<file path="src/rtl/ft_pkg.sv">
// Shared types and constants for the lockstep fault-recovery path.
// Also used by the shadow GPR file, which is why the register count lives here.
package ft_pkg;

    localparam int unsigned FT_ADDR_WIDTH  = 5;
    localparam int unsigned FT_DATA_WIDTH  = 32;
    localparam int unsigned FT_HALT_CYCLES = 2;
    localparam int unsigned FT_CNT_WIDTH   = 8;

    // Number of architectural registers addressed by an addr_width-bit index
    function automatic int unsigned ft_num_regs(input int unsigned addr_width);
        return 32'd1 << addr_width;
    endfunction

    localparam int unsigned FT_NUM_REGS = ft_num_regs(FT_ADDR_WIDTH);

    typedef enum logic [2:0] {
        IDLE    = 3'd0,
        HALT    = 3'd1,
        RESTORE = 3'd2,
        PC      = 3'd3,
        RESUME  = 3'd4
    } ft_rec_state_e;

endpackage

</file>
<file path="src/rtl/ft_recovery_if.sv">
// Bundle between the recovery block, the shadow GPR file / saved-PC register and the cores.
// master = recovery block, slave = the surrounding environment.
interface ft_recovery_if
    import ft_pkg::*;
#(
    parameter int unsigned ADDR_WIDTH = FT_ADDR_WIDTH,
    parameter int unsigned DATA_WIDTH = FT_DATA_WIDTH,
    parameter int unsigned CNT_WIDTH  = FT_CNT_WIDTH
);

    logic                  error_i;
    logic [DATA_WIDTH-1:0] spc_i;
    logic [ADDR_WIDTH-1:0] sgpr_raddr_o;
    logic [DATA_WIDTH-1:0] sgpr_rdata_i;
    logic                  rf_we_o;
    logic [ADDR_WIDTH-1:0] rf_waddr_o;
    logic [DATA_WIDTH-1:0] rf_wdata_o;
    logic                  pc_we_o;
    logic [DATA_WIDTH-1:0] pc_o;
    logic                  halt_o;
    logic                  resume_o;
    logic                  busy_o;
    logic [CNT_WIDTH-1:0]  rec_count_o;

    modport master (
        input  error_i, spc_i, sgpr_rdata_i,
        output sgpr_raddr_o, rf_we_o, rf_waddr_o, rf_wdata_o,
        output pc_we_o, pc_o, halt_o, resume_o, busy_o, rec_count_o
    );

    modport slave (
        output error_i, spc_i, sgpr_rdata_i,
        input  sgpr_raddr_o, rf_we_o, rf_waddr_o, rf_wdata_o,
        input  pc_we_o, pc_o, halt_o, resume_o, busy_o, rec_count_o
    );

endinterface

</file>
<file path="src/rtl/ft_recovery.sv">
// Lockstep recovery sequencer: on a comparator mismatch, halt and drain both cores,
// copy shadow GPRs 1..N-1 into the core register files, reload the PC, then resume.
module ft_recovery
    import ft_pkg::*;
#(
    parameter int unsigned ADDR_WIDTH  = FT_ADDR_WIDTH,
    parameter int unsigned DATA_WIDTH  = FT_DATA_WIDTH,
    parameter int unsigned HALT_CYCLES = FT_HALT_CYCLES,
    parameter int unsigned CNT_WIDTH   = FT_CNT_WIDTH
) (
    input  logic          clk_i,
    input  logic          rst_i,
    ft_recovery_if.master bus
);

    localparam int unsigned NUM_REGS    = ft_num_regs(ADDR_WIDTH);
    localparam int unsigned DRAIN_WIDTH = (HALT_CYCLES > 1) ? $clog2(HALT_CYCLES) : 1;
    localparam logic [ADDR_WIDTH-1:0]  LAST_ADDR  = ADDR_WIDTH'(NUM_REGS - 1);
    localparam logic [ADDR_WIDTH-1:0]  FIRST_ADDR = ADDR_WIDTH'(1);
    localparam logic [DRAIN_WIDTH-1:0] LAST_DRAIN = DRAIN_WIDTH'(HALT_CYCLES - 1);

    ft_rec_state_e state_q, state_d;
    logic [ADDR_WIDTH-1:0]  addr_q, addr_d;
    logic [DRAIN_WIDTH-1:0] drain_q, drain_d;

    logic                  rf_we_q;
    logic [ADDR_WIDTH-1:0] rf_waddr_q;
    logic [DATA_WIDTH-1:0] rf_wdata_q;
    logic                  pc_we_q;
    logic [DATA_WIDTH-1:0] pc_q;
    logic                  halt_q;
    logic                  resume_q;
    logic                  busy_q;
    logic [CNT_WIDTH-1:0]  count_q;

    // Next-state, address counter and drain counter; both counters idle at zero
    always_comb begin
        state_d = state_q;
        addr_d  = '0;
        drain_d = '0;
        unique case (state_q)
            IDLE: begin
                if (bus.error_i) begin
                    state_d = HALT;
                end
            end
            HALT: begin
                if (drain_q == LAST_DRAIN) begin
                    state_d = RESTORE;
                    addr_d  = FIRST_ADDR;
                end else begin
                    drain_d = drain_q + DRAIN_WIDTH'(1);
                end
            end
            RESTORE: begin
                if (addr_q == LAST_ADDR) begin
                    state_d = PC;
                end else begin
                    addr_d = addr_q + ADDR_WIDTH'(1);
                end
            end
            PC:      state_d = RESUME;
            RESUME:  state_d = IDLE;
            default: state_d = IDLE;
        endcase
    end

    // State and output registers; the RF write lags the shadow read by one cycle
    always_ff @(posedge clk_i) begin
        if (rst_i) begin
            state_q    <= IDLE;
            addr_q     <= '0;
            drain_q    <= '0;
            rf_we_q    <= 1'b0;
            rf_waddr_q <= '0;
            rf_wdata_q <= '0;
            pc_we_q    <= 1'b0;
            pc_q       <= '0;
            halt_q     <= 1'b0;
            resume_q   <= 1'b0;
            busy_q     <= 1'b0;
            count_q    <= '0;
        end else begin
            state_q    <= state_d;
            addr_q     <= addr_d;
            drain_q    <= drain_d;
            rf_we_q    <= (state_q == RESTORE);
            rf_waddr_q <= (state_q == RESTORE) ? addr_q : '0;
            rf_wdata_q <= (state_q == RESTORE) ? bus.sgpr_rdata_i : '0;
            pc_we_q    <= (state_d == PC);
            pc_q       <= (state_d == PC) ? bus.spc_i : '0;
            halt_q     <= (state_d inside {HALT, RESTORE, PC});
            resume_q   <= (state_d == RESUME);
            busy_q     <= (state_d != IDLE);
            if ((state_d == RESUME) && (count_q != '1)) begin
                count_q <= count_q + CNT_WIDTH'(1);
            end
        end
    end

    assign bus.sgpr_raddr_o = addr_q;
    assign bus.rf_we_o      = rf_we_q;
    assign bus.rf_waddr_o   = rf_waddr_q;
    assign bus.rf_wdata_o   = rf_wdata_q;
    assign bus.pc_we_o      = pc_we_q;
    assign bus.pc_o         = pc_q;
    assign bus.halt_o       = halt_q;
    assign bus.resume_o     = resume_q;
    assign bus.busy_o       = busy_q;
    assign bus.rec_count_o  = count_q;

endmodule

</file>
<file path="src/flat_wrapper.sv">
// flat-port wrapper written by rule: the top's interface ports become plain ports
module ft_recovery_flat import ft_pkg::*;
#(
    parameter int unsigned ADDR_WIDTH  = FT_ADDR_WIDTH,
    parameter int unsigned DATA_WIDTH  = FT_DATA_WIDTH,
    parameter int unsigned HALT_CYCLES = FT_HALT_CYCLES,
    parameter int unsigned CNT_WIDTH   = FT_CNT_WIDTH
)
  (clk_i, rst_i, bus_error_i, bus_spc_i, bus_sgpr_rdata_i, bus_sgpr_raddr_o, bus_rf_we_o, bus_rf_waddr_o, bus_rf_wdata_o, bus_pc_we_o, bus_pc_o, bus_halt_o, bus_resume_o, bus_busy_o, bus_rec_count_o);
  ft_recovery_if #(.ADDR_WIDTH(ADDR_WIDTH), .DATA_WIDTH(DATA_WIDTH), .CNT_WIDTH(CNT_WIDTH)) bus_i ();
  input  logic clk_i;
  input  logic rst_i;
  input wire logic [$bits(bus_i.error_i)-1:0] bus_error_i;
  input wire logic [$bits(bus_i.spc_i)-1:0] bus_spc_i;
  input wire logic [$bits(bus_i.sgpr_rdata_i)-1:0] bus_sgpr_rdata_i;
  output wire logic [$bits(bus_i.sgpr_raddr_o)-1:0] bus_sgpr_raddr_o;
  output wire logic [$bits(bus_i.rf_we_o)-1:0] bus_rf_we_o;
  output wire logic [$bits(bus_i.rf_waddr_o)-1:0] bus_rf_waddr_o;
  output wire logic [$bits(bus_i.rf_wdata_o)-1:0] bus_rf_wdata_o;
  output wire logic [$bits(bus_i.pc_we_o)-1:0] bus_pc_we_o;
  output wire logic [$bits(bus_i.pc_o)-1:0] bus_pc_o;
  output wire logic [$bits(bus_i.halt_o)-1:0] bus_halt_o;
  output wire logic [$bits(bus_i.resume_o)-1:0] bus_resume_o;
  output wire logic [$bits(bus_i.busy_o)-1:0] bus_busy_o;
  output wire logic [$bits(bus_i.rec_count_o)-1:0] bus_rec_count_o;
  assign bus_i.error_i = bus_error_i;
  assign bus_i.spc_i = bus_spc_i;
  assign bus_i.sgpr_rdata_i = bus_sgpr_rdata_i;
  assign bus_sgpr_raddr_o = bus_i.sgpr_raddr_o;
  assign bus_rf_we_o = bus_i.rf_we_o;
  assign bus_rf_waddr_o = bus_i.rf_waddr_o;
  assign bus_rf_wdata_o = bus_i.rf_wdata_o;
  assign bus_pc_we_o = bus_i.pc_we_o;
  assign bus_pc_o = bus_i.pc_o;
  assign bus_halt_o = bus_i.halt_o;
  assign bus_resume_o = bus_i.resume_o;
  assign bus_busy_o = bus_i.busy_o;
  assign bus_rec_count_o = bus_i.rec_count_o;
  ft_recovery #(.ADDR_WIDTH(ADDR_WIDTH), .DATA_WIDTH(DATA_WIDTH), .HALT_CYCLES(HALT_CYCLES), .CNT_WIDTH(CNT_WIDTH)) u_core (.clk_i(clk_i), .rst_i(rst_i), .bus(bus_i));
endmodule
</file>
<file path="config.mk">
export PLATFORM = sky130hd
export DESIGN_NAME = ft_recovery_flat
export DESIGN_NICKNAME = d
export VERILOG_FILES = /design/src/rtl/ft_pkg.sv /design/src/rtl/ft_recovery_if.sv /design/src/rtl/ft_recovery.sv /design/src/flat_wrapper.sv
export SDC_FILE = /design/constraint.sdc
export NUM_CORES = 1
export LEC_CHECK = 0
export BUFFER_PORTS_ARGS = -buffer_cell sky130_fd_sc_hd__buf_2
export CORE_ASPECT_RATIO = 0.75
export CORE_MARGIN = 2
export CORE_UTILIZATION = 28
export DETAILED_ROUTE_END_ITERATION = 6
export GPL_TIMING_DRIVEN = 0
export PLACE_DENSITY = 0.59
export REMOVE_ABC_BUFFERS = 1
export SLEW_MARGIN = 20
export SYNTH_ARGS = -nofsm -noshare
export SYNTH_HDL_FRONTEND = slang
export SYNTH_SLANG_ARGS = --single-unit
</file>
<file path="constraint.sdc">
create_clock -name clk_i -period 3.85 [get_ports clk_i]
set_clock_uncertainty 0.05 [all_clocks]
set_input_delay 0.385 -clock clk_i [delete_from_list [all_inputs] [get_ports clk_i]]
set_output_delay 0.385 -clock clk_i [all_outputs]
set_load 0.05 [all_outputs]
</file>
==> run metrics <==
run status finished clean; pwr dens 488 nW/um^2; Post-Synth XOR/XNOR Area 0.958%; Skew-Pair Late Insertion Delay 0.34 ns; P&R area growth vs syn 42.8%; # nets final 460; worst hold margin 0.194 ns; port bufs 153; Max Freq 485 MHz; die height 89.7 um; layout cells sized above 1 44.1%; setup violators final 0; fin crit share 53.6%; die area 10600 sq um; routability congestion estimate 0.800; FF-to-FF Start u_core.state_q[0]; first-pass iteration count of the detailed router 4; CP startpoint kind flip-flop; ANT cells 0; CTS Buf Count 9; total internal power 1.51 mW; antenna violations before repair 0; HP Class primary input to flip-flop; Clk pwr share 46.8%; initial drt markers 74; Max rail drop VDD 296 uV; Max-Cap Viols 0; first-pass GRT wire length 8980 um; clock-pin slew on the worst setup and hold paths 0.07 ns; clk sinks 91; Routed WL per cell 11.9 um; WL final 6260 um; compound-gate portion of the synthesized area 2.78%; max incr delay on CP 0.57 ns; mux share of post-synthesis cell area 1.10%; hpwl dp 4360 um; crit-path max FO 72; Synth Cell Area 2740 sq um; synthesized instance count 239; Initial Util 28.6%; simple-gate share of the synthesized area 24.4%; sw frac 21.2%; combinational share of power 3.3%; number of fill cells 967; GRT Overall Usage 11.1%; width of the chip 118 um; Worst-Margin Slew 0.784 ns; Residual DRC 0; Post-Syn Area per Cell 11.5 sq um; post-cts sizing count 0; Crit Path Class flip-flop to flip-flop; library cells used by synthesis 36; switching pwr 0.404 mW; hold_sp bus_sgpr_rdata_i[31]; Post-Synth Adder-Cell Area 1.37%; cts hold-fix bufs 0; Synthesis Warnings 0; CTS root buf clkbuf_16; Vias 2151; core box area 9580 sq um; vias in the first global route 1776; CTS tree built; Routed Antenna Nets 0; part of the power in registers 49.8%; setup bufs post-CTS 0; routed vias/inst 4.08; crit-path cells nand2b_1 > or2_4 > clkinv_2 > and3_1; sequential fraction of the synthesis area 66.5%; slowest CP cell clkinv_2; main combinational cell family by area after synthesis simple AND/OR/NAND/NOR gates; GRT overflow 0; headroom to the max-slew limit 47.8%; largest net degree at the start of global routing 73; CP Launch Point u_core.state_q[0]; #FFs+latches synth 91; Crit. End Element flip-flop; final hold vios 0; final count of pins violating max slew 0; Critical Path AT 2.23 ns; # rows 31; setup tns final 0 ns; CTS max path bufs 2; worst path required time 4.02 ns; I/O pin count 154; Tmin final 2.06 ns; Leak 2.08 nW; RSZ-0062 raised after global routing no; H-tree depth 3
-- cell families after synthesis --
logic type,Yosys count
AO/OA/AOI/OAI,13
buffers and inverters,16
multiplexers,3
AND/OR/NAND/NOR,110
XOR/XNOR,3
flip-flops,91
adder cells (fa/ha/maj),3
-- synth_stat cells (all sizes together) --
master | number | area [sq um]
or3 | 2 | 12.5
nor2b | 2 | 12.5
nand3b | 1 | 7.51
nor3 | 7 | 35.0
xor2 | 2 | 17.5
dfxtp | 91 | 1820
ha | 3 | 37.5
and2 | 39 | 244
nor4 | 1 | 6.26
nand4 | 2 | 12.5
nand2b | 2 | 12.5
nand3 | 2 | 10.0
clkinv | 1 | 5.00
inv | 2 | 7.51
nor2 | 7 | 26.3
a31oi | 2 | 12.5
or4 | 1 | 7.51
and3 | 35 | 219
or2 | 2 | 15.0
clkbuf | 5 | 18.8
o22a | 1 | 8.76
o31ai | 1 | 7.51
mux2i | 3 | 30.0
buf | 8 | 50.1
nor3b | 1 | 7.51
a21oi | 5 | 25.0
o21ai | 3 | 15.0
nand2 | 4 | 17.5
xnor2 | 1 | 8.76
and3b | 1 | 12.5
a211oi | 1 | 7.51
and4b | 1 | 10.0
-- through the flow --
step	util, %	instance area, sq um	cells	setup WS [ns]	power (mW)
finish	40.9	3920	527	1.79	1.91
floorplan	-	2670	226	1.74	0.998
CTS	40.9	3920	527	1.79	1.94
global route	40.9	3920	527	1.64	1.99
detailed placement	37.6	3610	511	1.51	1.04
global placement	37.6	3600	511	1.52	1.04
-- sequential cells by signal, indices dropped and copies added (netlist names) --
signal and flops:
u_core.bus.pc_we_o 1, u_core.bus.pc_o 32, u_core.bus.rf_we_o 1, u_core.state_q 3, u_core.bus.rf_wdata_o 32, u_core.bus.sgpr_raddr_o 5
u_core.bus.rec_count_o 8, u_core.bus.resume_o 1, u_core.bus.rf_waddr_o 5, u_core.bus.halt_o 1, u_core.drain_q 1, u_core.bus.busy_o 1
-- power groups by stage --
stage | clock (mW) | combinational, mW | sequential [mW]
2_1_floorplan | 0 | 0.0104 | 0.988
3_3_place_gp | 0 | 0.0641 | 0.973
3_5_place_dp | 0 | 0.0638 | 0.973
4_1_cts | 0.923 | 0.0642 | 0.952
5_1_grt | 0.970 | 0.0689 | 0.952
6_report | 0.895 | 0.0634 | 0.952
-- layout by cell type (no fill, tap or decap), drive strengths merged --
cell type,synthesis,final
buf,8,153
dfxtp,91,91
and2,39,39
and3,35,35
clkbuf,5,10
nor3,7,7
nor2,7,7
a21oi,5,5
inv,2,5
nand2,4,4
mux2i,3,3
clkinv,1,3
o21ai,3,3
ha,3,3
nand2b,2,2
a31oi,2,2
nand3,2,2
xor2,2,2
or3,2,2
nand4,2,2
nor2b,2,2
or2,2,2
and4b,1,1
nor4,1,1
xnor2,1,1
nor3b,1,1
nand3b,1,1
o22a,1,1
and3b,1,1
o31ai,1,1
or4,1,1
a211oi,1,1
bufinv,0,1
-- layout make-up --
cell class	count	area (sq um)	area share, %
Sequential cell	91	1820	46.5
Multi-Input combinational cell	132	841	21.5
Timing Repair Buffer	153	766	19.6
Clock buffer	10	239	6.10
Tap cell	132	165	4.22
Clock inverter	6	70.1	1.79
Inverter	3	12.5	0.320
-- per-layer routing --
layer  global-route usage (%)  share of wire, %  up-vias
li1                         -                 -     1097
met1                     13.9                46      967
met2                     16.6                46       81
met3                     4.42               6.4        6
met4                     5.91               1.5        0
met5                        0                 0        -
-- worst paths after layout --
path,slack (ns),depth (start not counted),endpoint
setup / recovery,1.79,4,u_core.bus.pc_o[5]
hold / removal,0.19,2,u_core.bus.rf_wdata_o[31]
setup reg to reg,1.79,4,u_core.bus.pc_o[5]
hold reg to reg,0.42,1,u_core.drain_q
-- worst max-delay path: cells and delay by family (launching register included) --
kind,cells,cell delay (ns)
AND/OR/NAND/NOR,3,0.82
buffers and inverters,1,0.57
flip-flops,1,0.45
No activity file was read; power rests on OpenSTA's default activity.
